==> src/rtl/loop_sram_ctrl.sv <==
// Looper controller: sequences an external 16-bit SRAM to record, play back and
// overdub an audio loop, one fixed-timing SRAM access phase per sample strobe.
module loop_sram_ctrl #(
  parameter int ADDR_W     = 20,
  parameter int MAX_LEN    = 1048576,
  parameter int ACCESS_CYC = 2
) (
  input  logic              i_clk,
  input  logic              i_rst,
  input  logic              i_sample_valid,
  input  logic [15:0]       i_data,
  input  logic              i_rec_toggle,
  input  logic              i_odub_toggle,
  input  logic              i_clear,
  output logic [15:0]       o_data,
  output logic              o_valid,
  output logic [1:0]        o_state,
  output logic [ADDR_W:0]   o_loop_len,
  output logic              o_loop_start,
  output logic              o_overrun,
  output logic [ADDR_W-1:0] o_sram_addr,
  output logic [15:0]       o_sram_dq_out,
  output logic              o_sram_dq_oe,
  input  logic [15:0]       i_sram_dq_in,
  output logic              o_sram_we_n,
  output logic              o_sram_ce_n,
  output logic              o_sram_oe_n,
  output logic              o_sram_lb_n,
  output logic              o_sram_ub_n
);

  localparam int CNT_W = (ACCESS_CYC > 2) ? $clog2(ACCESS_CYC) : 1;
  localparam logic [CNT_W-1:0] LAST_CNT  = CNT_W'(ACCESS_CYC - 1);
  localparam logic [CNT_W-1:0] HOLD_PREV = CNT_W'(ACCESS_CYC - 2);
  localparam logic [CNT_W-1:0] CNT_ONE   = CNT_W'(1);
  localparam logic [ADDR_W:0]  ADDR_ONE  = (ADDR_W+1)'(1);
  localparam logic [ADDR_W:0]  MAX_LEN_V = (ADDR_W+1)'(MAX_LEN);

  typedef enum logic [1:0] {
    M_IDLE   = 2'd0,
    M_RECORD = 2'd1,
    M_PLAY   = 2'd2,
    M_ODUB   = 2'd3
  } mode_t;

  typedef enum logic [1:0] {
    A_IDLE  = 2'd0,
    A_READ  = 2'd1,
    A_WRITE = 2'd2
  } acc_t;

  // Two's-complement add of two 16-bit words, clamped to the 16-bit range.
  function automatic logic [15:0] sat16(input logic [15:0] a, input logic [15:0] b);
    logic [16:0] s;
    s = {a[15], a} + {b[15], b};
    if (s[16] != s[15]) begin
      sat16 = s[16] ? 16'h8000 : 16'h7FFF;
    end else begin
      sat16 = s[15:0];
    end
  endfunction

  mode_t                  r_mode;
  acc_t                   r_acc;
  logic [CNT_W-1:0]       r_cnt;
  logic [ADDR_W:0]        r_addr;
  logic [ADDR_W:0]        r_loop_len;
  logic                   r_rec_pend;
  logic                   r_odub_pend;
  logic [15:0]            r_new;
  logic [ACCESS_CYC-1:0]  r_idle_pipe;
  logic [15:0]            r_data;
  logic                   r_valid;
  logic                   r_loop_start;
  logic                   r_overrun;
  logic [ADDR_W-1:0]      r_sram_addr;
  logic [15:0]            r_dq_out;
  logic                   r_dq_oe;
  logic                   r_we_n;
  logic                   r_ce_n;
  logic                   r_oe_n;

  logic                   w_rec_req;
  logic                   w_odub_req;
  mode_t                  w_mode;
  logic [ADDR_W:0]        w_addr;
  logic [ADDR_W:0]        w_len;
  logic                   w_play_wrap;
  logic [ADDR_W:0]        w_play_next;
  logic [15:0]            w_sum;

  // Mode/address/length that apply if pending toggles are taken this cycle.
  always_comb begin
    w_rec_req  = r_rec_pend | i_rec_toggle;
    w_odub_req = r_odub_pend | i_odub_toggle;
    w_mode     = r_mode;
    w_addr     = r_addr;
    w_len      = r_loop_len;
    if (w_rec_req) begin
      // A record toggle takes precedence over a simultaneous overdub toggle.
      case (r_mode)
        M_IDLE: begin
          w_mode = M_RECORD;
          w_addr = '0;
          w_len  = '0;
        end
        M_RECORD: begin
          w_addr = '0;
          if (r_addr == '0) begin
            w_mode = M_IDLE;
            w_len  = '0;
          end else begin
            w_mode = M_PLAY;
            w_len  = r_addr;
          end
        end
        default: begin
          w_mode = M_IDLE;
          w_addr = '0;
        end
      endcase
    end else if (w_odub_req) begin
      case (r_mode)
        M_PLAY:  w_mode = M_ODUB;
        M_ODUB:  w_mode = M_PLAY;
        default: w_mode = r_mode;
      endcase
    end else begin
      w_mode = r_mode;
    end
    w_play_wrap = ((r_addr + ADDR_ONE) == r_loop_len);
    w_play_next = w_play_wrap ? '0 : (r_addr + ADDR_ONE);
    w_sum       = sat16(r_new, i_sram_dq_in);
  end

  // Loop mode, access sequencer and all registered outputs.
  always_ff @(posedge i_clk) begin
    if (i_rst || i_clear) begin
      r_mode       <= M_IDLE;
      r_acc        <= A_IDLE;
      r_cnt        <= '0;
      r_addr       <= '0;
      r_loop_len   <= '0;
      r_rec_pend   <= 1'b0;
      r_odub_pend  <= 1'b0;
      r_new        <= 16'h0000;
      r_idle_pipe  <= '0;
      r_data       <= 16'h0000;
      r_valid      <= 1'b0;
      r_loop_start <= 1'b0;
      r_overrun    <= 1'b0;
      r_sram_addr  <= '0;
      r_dq_out     <= 16'h0000;
      r_dq_oe      <= 1'b0;
      r_we_n       <= 1'b1;
      r_ce_n       <= 1'b1;
      r_oe_n       <= 1'b1;
    end else begin
      r_valid      <= 1'b0;
      r_loop_start <= 1'b0;
      r_idle_pipe  <= {r_idle_pipe[ACCESS_CYC-2:0], 1'b0};
      r_rec_pend   <= r_rec_pend | i_rec_toggle;
      r_odub_pend  <= r_odub_pend | i_odub_toggle;
      if (r_idle_pipe[ACCESS_CYC-1]) begin
        r_valid <= 1'b1;
        r_data  <= 16'h0000;
      end
      if (i_sample_valid && (r_acc != A_IDLE)) begin
        r_overrun <= 1'b1;
      end
      case (r_acc)
        A_IDLE: begin
          r_rec_pend  <= 1'b0;
          r_odub_pend <= 1'b0;
          r_mode      <= w_mode;
          r_addr      <= w_addr;
          r_loop_len  <= w_len;
          if (i_sample_valid) begin
            r_new       <= i_data;
            r_cnt       <= '0;
            r_sram_addr <= w_addr[ADDR_W-1:0];
            case (w_mode)
              M_RECORD: begin
                r_acc    <= A_WRITE;
                r_dq_out <= i_data;
                r_dq_oe  <= 1'b1;
                r_ce_n   <= 1'b0;
                r_we_n   <= 1'b0;
                r_oe_n   <= 1'b1;
              end
              M_PLAY, M_ODUB: begin
                r_acc  <= A_READ;
                r_ce_n <= 1'b0;
                r_oe_n <= 1'b0;
              end
              default: r_idle_pipe[0] <= 1'b1;
            endcase
          end
        end
        A_READ: begin
          if (r_cnt == LAST_CNT) begin
            r_valid <= 1'b1;
            r_data  <= i_sram_dq_in;
            r_cnt   <= '0;
            if (r_mode == M_ODUB) begin
              // Write back at the same address; r_sram_addr is left untouched.
              r_acc    <= A_WRITE;
              r_dq_out <= w_sum;
              r_dq_oe  <= 1'b1;
              r_oe_n   <= 1'b1;
              r_we_n   <= 1'b0;
            end else begin
              r_acc        <= A_IDLE;
              r_ce_n       <= 1'b1;
              r_oe_n       <= 1'b1;
              r_addr       <= w_play_next;
              r_loop_start <= w_play_wrap;
            end
          end else begin
            r_cnt <= r_cnt + CNT_ONE;
          end
        end
        A_WRITE: begin
          if (r_cnt == LAST_CNT) begin
            r_acc   <= A_IDLE;
            r_cnt   <= '0;
            r_ce_n  <= 1'b1;
            r_we_n  <= 1'b1;
            r_dq_oe <= 1'b0;
            if (r_mode == M_RECORD) begin
              r_valid <= 1'b1;
              r_data  <= 16'h0000;
              if ((r_addr + ADDR_ONE) == MAX_LEN_V) begin
                r_mode     <= M_PLAY;
                r_loop_len <= MAX_LEN_V;
                r_addr     <= '0;
              end else begin
                r_addr <= r_addr + ADDR_ONE;
              end
            end else begin
              r_addr       <= w_play_next;
              r_loop_start <= w_play_wrap;
            end
          end else begin
            // we_n rises for the final cycle so data is held past the write strobe.
            r_cnt  <= r_cnt + CNT_ONE;
            r_we_n <= (r_cnt == HOLD_PREV);
          end
        end
        default: begin
          r_acc   <= A_IDLE;
          r_cnt   <= '0;
          r_ce_n  <= 1'b1;
          r_we_n  <= 1'b1;
          r_oe_n  <= 1'b1;
          r_dq_oe <= 1'b0;
        end
      endcase
    end
  end

  assign o_data        = r_data;
  assign o_valid       = r_valid;
  assign o_state       = r_mode;
  assign o_loop_len    = r_loop_len;
  assign o_loop_start  = r_loop_start;
  assign o_overrun     = r_overrun;
  assign o_sram_addr   = r_sram_addr;
  assign o_sram_dq_out = r_dq_out;
  assign o_sram_dq_oe  = r_dq_oe;
  assign o_sram_we_n   = r_we_n;
  assign o_sram_ce_n   = r_ce_n;
  assign o_sram_oe_n   = r_oe_n;
  assign o_sram_lb_n   = r_ce_n;
  assign o_sram_ub_n   = r_ce_n;

endmodule

==> config.mk <==
export PLATFORM = sky130hd
export DESIGN_NAME = loop_sram_ctrl
export DESIGN_NICKNAME = d
export VERILOG_FILES = /design/src/rtl/loop_sram_ctrl.sv
export SDC_FILE = /design/constraint.sdc
export NUM_CORES = 1
export LEC_CHECK = 0
export ABC_CLOCK_PERIOD_IN_PS = 7600
export BUFFER_PORTS_ARGS = -buffer_cell sky130_fd_sc_hd__buf_2
export CORE_MARGIN = 3
export CORE_UTILIZATION = 50
export CTS_CLUSTER_SIZE = 25
export DETAILED_ROUTE_END_ITERATION = 10
export PLACE_DENSITY = 0.72
export REMOVE_ABC_BUFFERS = 1
export SLEW_MARGIN = 30
export SYNTH_ARGS = -nofsm -noshare
export SYNTH_HDL_FRONTEND = slang
export SYNTH_SLANG_ARGS = --single-unit
==> constraint.sdc <==
create_clock -name i_clk -period 7.6 [get_ports i_clk]
set_input_delay 1.52 -clock i_clk [delete_from_list [all_inputs] [get_ports i_clk]]
set_output_delay 1.52 -clock i_clk [all_outputs]
set_load 0.05 [all_outputs]
==> reports/qor.txt, run 1 <==
result of the run: finished, final reports clean
TritonCTS clock tree: yes
Gates resized, CTS repair: 0
primary flip-flop cell chosen by synthesis mapping: sky130_fd_sc_hd__dfxtp_1
clock slew at the register clock pins of the worst setup and hold paths: 0.06 ns
final-layout worst hold slack: 0.437 ns
netlist area before placement: 7830 µm²
layout cell share with drive strength beyond 1: 18.8%
number of nets in the final layout: 1102
post-synth cell types: 91
post-synthesis average cell area: 8.08 µm²
routability congestion estimate from global placement: 0.931
total DRC errors in the routed layout: 0
top layer in use: met4
gate count of the mapped netlist: 968
overall routing resource usage: 24.8%
Layout Skew: 0.0112 ns
htree depth: 4
number of cells in the finished layout apart from fillers: 1262
initial antenna violation count: 1
routed length on met3: 1560 µm
worst min-delay path class: reg -> reg
slack of the worst reg-to-reg path: 3.20 ns
remaining global-route overflow: 0
I/O pin count: 122
wire length on met2: 9600 µm
buffer levels on the longest clock path: 2
share of the clock period used by the worst path after layout: 57.9%
required time reported for the critical path endpoint: 7.87 ns
type of the setup path with the least slack: reg -> reg
mean number of vias per cell: 5.95
buffer type at the clock tree root: sky130_fd_sc_hd__clkbuf_16
clock latency at the later pin of the worst-skew pair: 0.43 ns
top post-synthesis cells by area: sky130_fd_sc_hd__dfxtp_1 32%, sky130_fd_sc_hd__a21oi_1 5.7%, sky130_fd_sc_hd__nand2_1 5.0%
async set or reset register ratio after synthesis: 0%
arrival time at the worst endpoint: 4.68 ns
area growth from synthesis to layout: 12.7%
wire length on met1: 10300 µm
vertical die dimension: 131 µm
number of maximum-capacitance constraint violations: 0
power density relative to cell area: 205 nW/µm²
worst voltage drop across the vdd grid: 0.171 mV
area share of the largest cell type after synthesis: 32.2%
antenna-violating nets left: 0
sequential element share of the synthesized area: 32.2%
sum of negative setup slack: 0 ns
Fillers: 1412
EDFF count, synth: 0
Synth Warn #: 0
Fmax achieved: 0.227 GHz
iteration-0 DRC count of the detailed router: 718
highest fanout seen on the critical path: 20
final number of setup-violating endpoints: 0
aggregate routed wire length: 21900 µm
largest area contributor in the synthesized netlist: sky130_fd_sc_hd__dfxtp_1
tightest slew margin relative to the limit: 33.2%
crit end category: flop
number of cells in the design after placement: 1229
final critical path time including I/O delays and setup: 4.40 ns
number of rows in the core area: 45
final hold viol count: 0
number of global-route vias before repair: 6775
vias post-DR: 7506
core footprint: 15300 µm²
final-report max-slew violation count: 0
per-cell routed wire length: 17.4 µm
FF+latch count, synth: 126
Static Leak: 3.58 nW
startpoint type of the worst setup path: flop
first-pass GRT wire length: 35500 µm
Port Buf Inserts: 121
post-CTS setup repair buffer count: 0
DRT Pass-1 Iters: 5
initial cell density of the core: 51.3%
half-perimeter wire length of the detailed placement result: 14900 µm
slew at the pin closest to its max-slew limit: 1.00 ns
Die Span X: 131 µm
clock sink total: 126
number of buffers inserted for hold repair after clock tree synthesis: 0
pin count of the biggest net entering global routing: 100
area of the die: 17200 µm²
RSZ-0062 raised after global routing: false
Num CTS Buffers: 17
## cell type report
class	count	area, µm²	share of cell area (%)
multi-input cells	734	4590	52.1
flip-flops and latches	126	2520	28.6
repair buffers	130	677	7.68
clock buffers	18	439	4.98
well taps	211	264	2.99
clock inverters	14	216	2.45
inverters	28	105	1.19
diodes	1	2.50	0.0284
## flip-flops by register name, summed over array words and instances, names as in the netlist, 2 cells and up
register       cells
o_state            2
o_sram_dq_out     16
r_acc              2
o_data            16
o_sram_addr       20
r_addr            21
r_new             16
r_idle_pipe        2
o_loop_len        21
## logic make-up after synthesis
kind of cell             after synthesis  share of synthesized area (%)
XOR/XNOR                              40                           4.89
AND/OR/NAND/NOR                      391                           24.7
flip-flops                           126                           32.2
adder cells (fa/ha/maj)               29                           4.67
AO/OA/AOI/OAI                        266                           23.3
multiplexers                           8                           1.06
buffers and inverters                108                           9.16
## power by group
| part | switching [W] | total (W) | internal [W] |
|---|---|---|---|
| registers | 0.00000777 | 0.000680 | 0.000672 |
| logic | 0.000153 | 0.000217 | 0.0000640 |
| clock network | 0.000317 | 0.000907 | 0.000590 |
## routing by layer
metal / GRT usage [%] / vias to the layer above
met1: 35.4 / 3517
met4: 8.40 / 0
met3: 5.09 / 41
met2: 37.3 / 296
li1: - / 3652
met5: 0 / -
## per-stage QoR
step	total power (W)	cell area, µm²	worst slack (ns)	utilization [%]
after floorplan	0.000839	7210	3.24	-
after global placement	0.000908	8160	3.20	53.4
after detailed placement	0.000908	8160	3.14	53.5
after CTS	0.00181	8810	3.23	57.8
after global routing	0.00187	8820	2.95	57.8
final	0.00180	8820	3.20	57.8
## synthesized netlist by cell type, drive strengths merged (3+ instances only)
| cell | n |
|---|---|
| a2111o | 3 |
| a2111oi | 4 |
| a211oi | 12 |
| a21o | 9 |
| a21oi | 90 |
| a221oi | 3 |
| a22o | 20 |
| a22oi | 37 |
| a31oi | 7 |
| and2 | 6 |
| and3 | 8 |
| and4 | 3 |
| buf | 34 |
| clkbuf | 45 |
| dfxtp | 126 |
| ha | 26 |
| inv | 27 |
| mux2i | 6 |
| nand2 | 105 |
| nand2b | 11 |
| nand3 | 49 |
| nand3b | 4 |
| nand4 | 17 |
| nand4b | 4 |
| nor2 | 104 |
| nor2b | 4 |
| nor3 | 29 |
| nor4 | 25 |
| o2111ai | 5 |
| o211a | 3 |
| o211ai | 7 |
| o21a | 9 |
| o21ai | 24 |
| o21bai | 5 |
| o22ai | 3 |
| o31a | 4 |
| o31ai | 4 |
| or2 | 6 |
| or3 | 7 |
| xnor2 | 26 |
| xor2 | 12 |
## cell usage in the layout, fill, tap and decap left out, drive strengths merged, types with 20 or more instances in the layout
cell   synthesis  final
a21oi         90     90
a22o          20     20
a22oi         37     37
buf           34    130
dfxtp        126    126
ha            26     26
inv           27     27
nand2        105    105
nand3         49     49
nor2         104    104
nor3          29     29
nor4          25     25
o21ai         24     24
xnor2         26     26
## final timing paths
path,endpoint,depth (start not counted),start
max,o_loop_len[4],10,r_addr[0]
min,r_idle_pipe[1],1,r_idle_pipe[0]
max reg2reg,o_loop_len[4],10,r_addr[0]
min reg2reg,r_idle_pipe[1],1,r_idle_pipe[0]
## critical path, stage by stage (launching register included)
cell and delay, ns:
sky130_fd_sc_hd__dfxtp_1 0.54, sky130_fd_sc_hd__ha_1 0.48, sky130_fd_sc_hd__and3_1 0.66, sky130_fd_sc_hd__nand4_1 0.27, sky130_fd_sc_hd__or2_4 0.31, sky130_fd_sc_hd__a2111o_1 0.46, sky130_fd_sc_hd__a2111oi_2 0.45, sky130_fd_sc_hd__a31o_2 0.29
sky130_fd_sc_hd__nand2_1 0.45, sky130_fd_sc_hd__nand2_1 0.24, sky130_fd_sc_hd__a21oi_1 0.08
No activity file was read; power rests on OpenSTA's default activity.
==> run 2: changes to the inputs <==
--- a/config.mk
+++ b/config.mk
@@ -5,13 +5,13 @@
 export SDC_FILE = /design/constraint.sdc
 export NUM_CORES = 1
 export LEC_CHECK = 0
-export ABC_CLOCK_PERIOD_IN_PS = 7600
+export ABC_CLOCK_PERIOD_IN_PS = 3540
 export BUFFER_PORTS_ARGS = -buffer_cell sky130_fd_sc_hd__buf_2
 export CORE_MARGIN = 3
 export CORE_UTILIZATION = 50
 export CTS_CLUSTER_SIZE = 25
 export DETAILED_ROUTE_END_ITERATION = 10
-export PLACE_DENSITY = 0.72
+export PLACE_DENSITY = 0.74
 export REMOVE_ABC_BUFFERS = 1
 export SLEW_MARGIN = 30
 export SYNTH_ARGS = -nofsm -noshare
==> constraint.sdc (replaced) <==
create_clock -name i_clk -period 3.54 [get_ports i_clk]
set_input_delay 0.708 -clock i_clk [delete_from_list [all_inputs] [get_ports i_clk]]
set_output_delay 0.708 -clock i_clk [all_outputs]
set_load 0.05 [all_outputs]
==> run 2 against run 1 <==
Against the previous run: die area stayed put; combinational power grew 130%; largest power group unchanged; highest routed layer unchanged; maximum frequency grew 32%; critical endpoint is now r_addr[7]; register-to-register slack got worse by 3.0 ns; first-iteration DRC count up 16%.
==> reports/qor.txt, run 2 (synthesis results as in run 1) <==
result of the run: finished, final reports clean
RSZ-0062 raised after global routing: false
TritonCTS clock tree: yes
Core Util, Final: 60.1%
most common cell after layout, fill and taps aside: sky130_fd_sc_hd__dfxtp_1
iteration-0 DRC count of the detailed router: 831
number of instances on the worst hold path: 1
number of maximum-capacitance constraint violations: 0
arrival time at the worst endpoint: 3.66 ns
Layout Skew: 0.00764 ns
tightest slew margin relative to the limit: 49.6%
buffer levels on the longest clock path: 2
final critical path time including I/O delays and setup: 3.34 ns
initial antenna violation count: 0
routability congestion estimate from global placement: 0.983
multi-input logic area: 4590 µm²
final-report max-slew violation count: 0
required time reported for the critical path endpoint: 3.86 ns
number of rows in the core area: 45
crit end category: flop
worst voltage drop across the vdd grid: 0.348 mV
vertical die dimension: 131 µm
endpoint of the worst hold-timing path: r_idle_pipe[1]
DRT Pass-1 Iters: 6
final non-filler cell area: 9170 µm²
layout cell share with drive strength beyond 1: 22.5%
remaining global-route overflow: 0
slowest CP cell: sky130_fd_sc_hd__or4_4
CP Buf/Inv Count: 1
startpoint type of the worst setup path: flop
Ant. Diodes: 0
Port Buf Inserts: 121
initial cell density of the core: 51.3%
area growth from synthesis to layout: 17.1%
I/O pin count: 122
highest fanout seen on the critical path: 23
Die Span X: 131 µm
mean number of vias per cell: 5.97
Fillers: 1370
core footprint: 15300 µm²
vias post-DR: 7830
Min-Delay Startpoint: r_idle_pipe[0]
worst min-delay path class: reg -> reg
aggregate routed wire length: 22600 µm
final hold viol count: 0
FF/Latch Area: 2520 µm²
buffer type at the clock tree root: sky130_fd_sc_hd__clkbuf_16
Static Leak: 3.80 nW
per-cell routed wire length: 17.2 µm
half-perimeter wire length of the detailed placement result: 16000 µm
share of the clock period used by the worst path after layout: 94.2%
Num CTS Buffers: 17
commonest cells after routing, fill and taps aside: 126 x sky130_fd_sc_hd__dfxtp_1, 121 x sky130_fd_sc_hd__buf_2, 105 x sky130_fd_sc_hd__nand2_1
htree depth: 4
pin count of the biggest net entering global routing: 62
critical path cell sequence: buf_4 > and4_2 > nand2_1 > nor4_1 > o211ai_1 > or4_4 > o21ai_4 > a21oi_4 > a21o_1 > a22o_1
power density relative to cell area: 413 nW/µm²
clock sink total: 126
slack of the worst reg-to-reg path: 0.20 ns
crit-path leading delay family: simple AND/OR/NAND/NOR gates
RR Startpoint: r_addr[3]
area after detailed placement: 8540 µm²
Fmax achieved: 0.300 GHz
Critical R2R Capture: r_addr[7]
overall routing resource usage: 25.3%
type of the setup path with the least slack: reg -> reg
slew at the pin closest to its max-slew limit: 0.755 ns
CP max stage delay: 0.54 ns
number of nets in the final layout: 1152
number of global-route vias before repair: 7030
clock latency at the later pin of the worst-skew pair: 0.43 ns
clock slew at the register clock pins of the worst setup and hold paths: 0.06 ns
first-pass GRT wire length: 36000 µm
antenna-violating nets left: 0
final number of setup-violating endpoints: 0
area of the die: 17200 µm²
count of cells along the worst register-to-register path: 10
total DRC errors in the routed layout: 0
run 2: layout make-up:
type,instances,share of cell area [%]
repair buffers,180,11.6
multi-input cells,734,50.1
well taps,211,2.88
inverters,28,1.15
clock buffers,20,4.98
flip-flops and latches,126,27.5
clock inverters,12,1.76
run 2: worst max-delay path by stage:
stage	depth (start not counted)	end	slack [ns]	startpoint
2_1_floorplan	11	o_sram_dq_out[12]	-0.008	i_sram_dq_in[0]
3_3_place_gp	12	o_sram_dq_out[7]	0.12	i_sram_dq_in[0]
3_5_place_dp	12	o_sram_dq_out[7]	0.008	i_sram_dq_in[0]
4_1_cts	10	r_addr[7]	0.16	r_addr[3]
5_1_grt	10	r_addr[7]	0.02	r_addr[3]
6_report	10	r_addr[7]	0.20	r_addr[3]
run 2: routing by layer:
layer	vias to the layer above	GRT usage [%]	wire, µm
met3	52	5.67	1780
li1	3750	-	-
met4	0	8.05	527
met1	3675	35.2	10200
met2	353	39.4	10100
met5	-	0	0
run 2: what timing repair did:
item                       4_1_cts  5_1_grt
gates resized for setup          0        2
hold buffers                     0        0
setup endpoints to repair        0       14
hold endpoints to repair         0        0
buffers inserted                 0        0
run 2: where the power goes:
| group | internal, W | leakage (nW) | switching [W] |
|---|---|---|---|
| sequential | 0.00144 | 1.02 | 0.0000162 |
| clock | 0.00115 | 0.281 | 0.000691 |
| combinational | 0.000153 | 2.50 | 0.000338 |
run 2: metrics by stage:
step | TNS, ns | total power (W) | hold slack [ns] | std cells | worst slack, ns
6_report | 0 | 0.00379 | 0.449 | 1311 | 0.205
3_3_place_gp | 0 | 0.00197 | 0.429 | 1279 | 0.123
5_1_grt | 0 | 0.00390 | 0.461 | 1311 | 0.0203
2_1_floorplan | -0.00762 | 0.00180 | 0.406 | 888 | -0.00762
3_5_place_dp | 0 | 0.00197 | 0.436 | 1279 | 0.00804
4_1_cts | 0 | 0.00379 | 0.450 | 1311 | 0.159
==> run 3: changes to the inputs <==
--- a/config.mk
+++ b/config.mk
@@ -7,11 +7,13 @@
 export LEC_CHECK = 0
 export ABC_CLOCK_PERIOD_IN_PS = 3540
 export BUFFER_PORTS_ARGS = -buffer_cell sky130_fd_sc_hd__buf_2
+export CELL_PAD_IN_SITES_DETAIL_PLACEMENT = 1
+export CELL_PAD_IN_SITES_GLOBAL_PLACEMENT = 2
 export CORE_MARGIN = 3
-export CORE_UTILIZATION = 50
+export CORE_UTILIZATION = 31
 export CTS_CLUSTER_SIZE = 25
 export DETAILED_ROUTE_END_ITERATION = 10
-export PLACE_DENSITY = 0.74
+export PLACE_DENSITY_LB_ADDON = 0.1
 export REMOVE_ABC_BUFFERS = 1
 export SLEW_MARGIN = 30
 export SYNTH_ARGS = -nofsm -noshare
==> run 3 against run 2 <==
Against the previous run: via count decreased by 0.29%; register-to-register slack gained 0.08 ns; critical path depth shrank 1; clock skew grew 0.0085 ns; clock power is essentially flat; maximum frequency grew 2.5%; flip-flop and latch count unchanged; cell count increased by 11%; highest routed layer unchanged.
==> reports/qor.txt, run 3 (synthesis results as in run 1) <==
iteration-0 DRC count of the detailed router: 390
slowest CP cell: sky130_fd_sc_hd__or4_1
arrival time at the worst endpoint: 3.57 ns
final hold viol count: 0
initial antenna violation count: 1
layout cell share with drive strength beyond 1: 24.9%
CP max stage delay: 0.63 ns
vias post-DR: 7807
number of nets in the final layout: 1181
vertical die dimension: 165 µm
Final Total Pwr: 0.00384 W
routability congestion estimate from global placement: 0.828
core footprint: 24500 µm²
required time reported for the critical path endpoint: 3.85 ns
result of the run: finished, final reports clean
worst voltage drop across the vdd grid: 0.258 mV
buffer levels on the longest clock path: 2
RSZ-0062 raised after global routing: false
remaining global-route overflow: 0
Fmax achieved: 0.307 GHz
final critical path time including I/O delays and setup: 3.26 ns
crit end category: flop
clock latency at the later pin of the worst-skew pair: 0.43 ns
I/O pin count: 122
pin count of the biggest net entering global routing: 52
count of cells along the worst register-to-register path: 9
number of global-route vias before repair: 7668
htree depth: 4
total DRC errors in the routed layout: 0
DRT Pass-1 Iters: 5
Port Buf Inserts: 121
type of the setup path with the least slack: reg -> reg
aggregate routed wire length: 29000 µm
slack of the worst reg-to-reg path: 0.28 ns
Layout Skew: 0.0161 ns
share of the clock period used by the worst path after layout: 92.0%
worst setup path endpoint: r_addr[7]
Die Span X: 165 µm
Core Util, Final: 39.1%
final number of setup-violating endpoints: 0
startpoint type of the worst setup path: flop
Fillers: 3015
critical path cell sequence: nand4_2 > or4_1 > a32oi_1 > nand4_1 > or4_4 > o21ai_4 > a21oi_4 > a21o_1 > a22o_1
RR Startpoint: r_addr[2]
highest fanout seen on the critical path: 18
number of buffers inserted for hold repair after clock tree synthesis: 0
area growth from synthesis to layout: 22.7%
Critical R2R Capture: r_addr[7]
worst min-delay path class: reg -> reg
number of maximum-capacitance constraint violations: 0
antenna-violating nets left: 0
Num CTS Buffers: 17
tightest slew margin relative to the limit: 35.6%
Static Leak: 3.97 nW
overall routing resource usage: 21.3%
TritonCTS clock tree: yes
multi-input logic area: 4640 µm²
worst setup path startpoint: r_addr[2]
commonest cells after routing, fill and taps aside: 123 x sky130_fd_sc_hd__dfxtp_1, 121 x sky130_fd_sc_hd__buf_2, 105 x sky130_fd_sc_hd__nand2_1
mean number of vias per cell: 5.37
buffer type at the clock tree root: sky130_fd_sc_hd__clkbuf_16
area of the die: 27200 µm²
half-perimeter wire length of the detailed placement result: 20600 µm
per-cell routed wire length: 19.9 µm
clock sink total: 126
final-report max-slew violation count: 0
final-layout worst hold slack: 0.426 ns
initial cell density of the core: 31.9%
first-pass GRT wire length: 45200 µm
FF/Latch Area: 2530 µm²
number of rows in the core area: 57
most common cell after layout, fill and taps aside: sky130_fd_sc_hd__dfxtp_1
clock slew at the register clock pins of the worst setup and hold paths: 0.06 ns
power density relative to cell area: 400 nW/µm²
slew at the pin closest to its max-slew limit: 0.965 ns
## run 3: critical path: cells and delay by family (launching register included)
family,cells,cell delay [ns]
DFF,1,0.44
AOI/OAI and AO/OA,5,1.09
and+or+nand+nor,4,1.61
## run 3: routing by layer
layer  track usage (%)  part of all wire [%]  vias to the layer above
li1                  -                     -                     3811
met4              5.49                   1.5                        0
met2              31.9                    43                      141
met3              3.21                   3.6                       27
met5                 0                     0                        -
met1              31.7                    52                     3828
## run 3: repair_timing
item | 4_1_cts | 5_1_grt
gates cloned | 0 | 1
gates resized for setup | 1 | 7
endpoints found under the setup margin | 20 | 38
endpoints found under the hold margin | 0 | 0
setup buffers | 0 | 0
pin swaps | 0 | 0
## run 3: power breakdown
part	switching [W]	leakage, nW	internal [W]
clock	0.000750	0.286	0.00107
sequential	0.0000168	1.02	0.00144
combinational	0.000378	2.67	0.000182
total	0.00114	3.97	0.00270
## run 3: how the worst min path moves through the flow
stage / depth (start not counted) / slack (ns) / start / to
5_1_grt: 1 / 0.45 / r_idle_pipe[0] / r_idle_pipe[1]
6_report: 1 / 0.43 / r_idle_pipe[0] / r_idle_pipe[1]
2_1_floorplan: 1 / 0.41 / r_idle_pipe[0] / r_idle_pipe[1]
3_5_place_dp: 1 / 0.41 / r_idle_pipe[0] / r_idle_pipe[1]
3_3_place_gp: 1 / 0.41 / r_idle_pipe[0] / r_idle_pipe[1]
4_1_cts: 1 / 0.43 / r_idle_pipe[0] / r_idle_pipe[1]
## run 3: layout make-up
class / instances / area share (%)
Clock inverter: 13 / 1.60
Clock buffer: 19 / 4.61
Timing Repair Buffer: 208 / 13.8
Antenna cell: 1 / 0.0261
Inverter: 28 / 1.09
Sequential cell: 126 / 26.3
Multi-Input combinational cell: 735 / 48.4
Tap cell: 324 / 4.22
## run 3: per-stage QoR
step                      cells  worst slack, ns  setup TNS, ns  area (µm²)
final                      1454            0.285              0        9600
after global routing       1454           0.0666              0        9600
after CTS                  1452           0.0318              0        9550
after detailed placement   1420           -0.181          -1.25        8950
after global placement     1420          -0.0434         -0.105        8950
after floorplan             888         -0.00762       -0.00762        7210
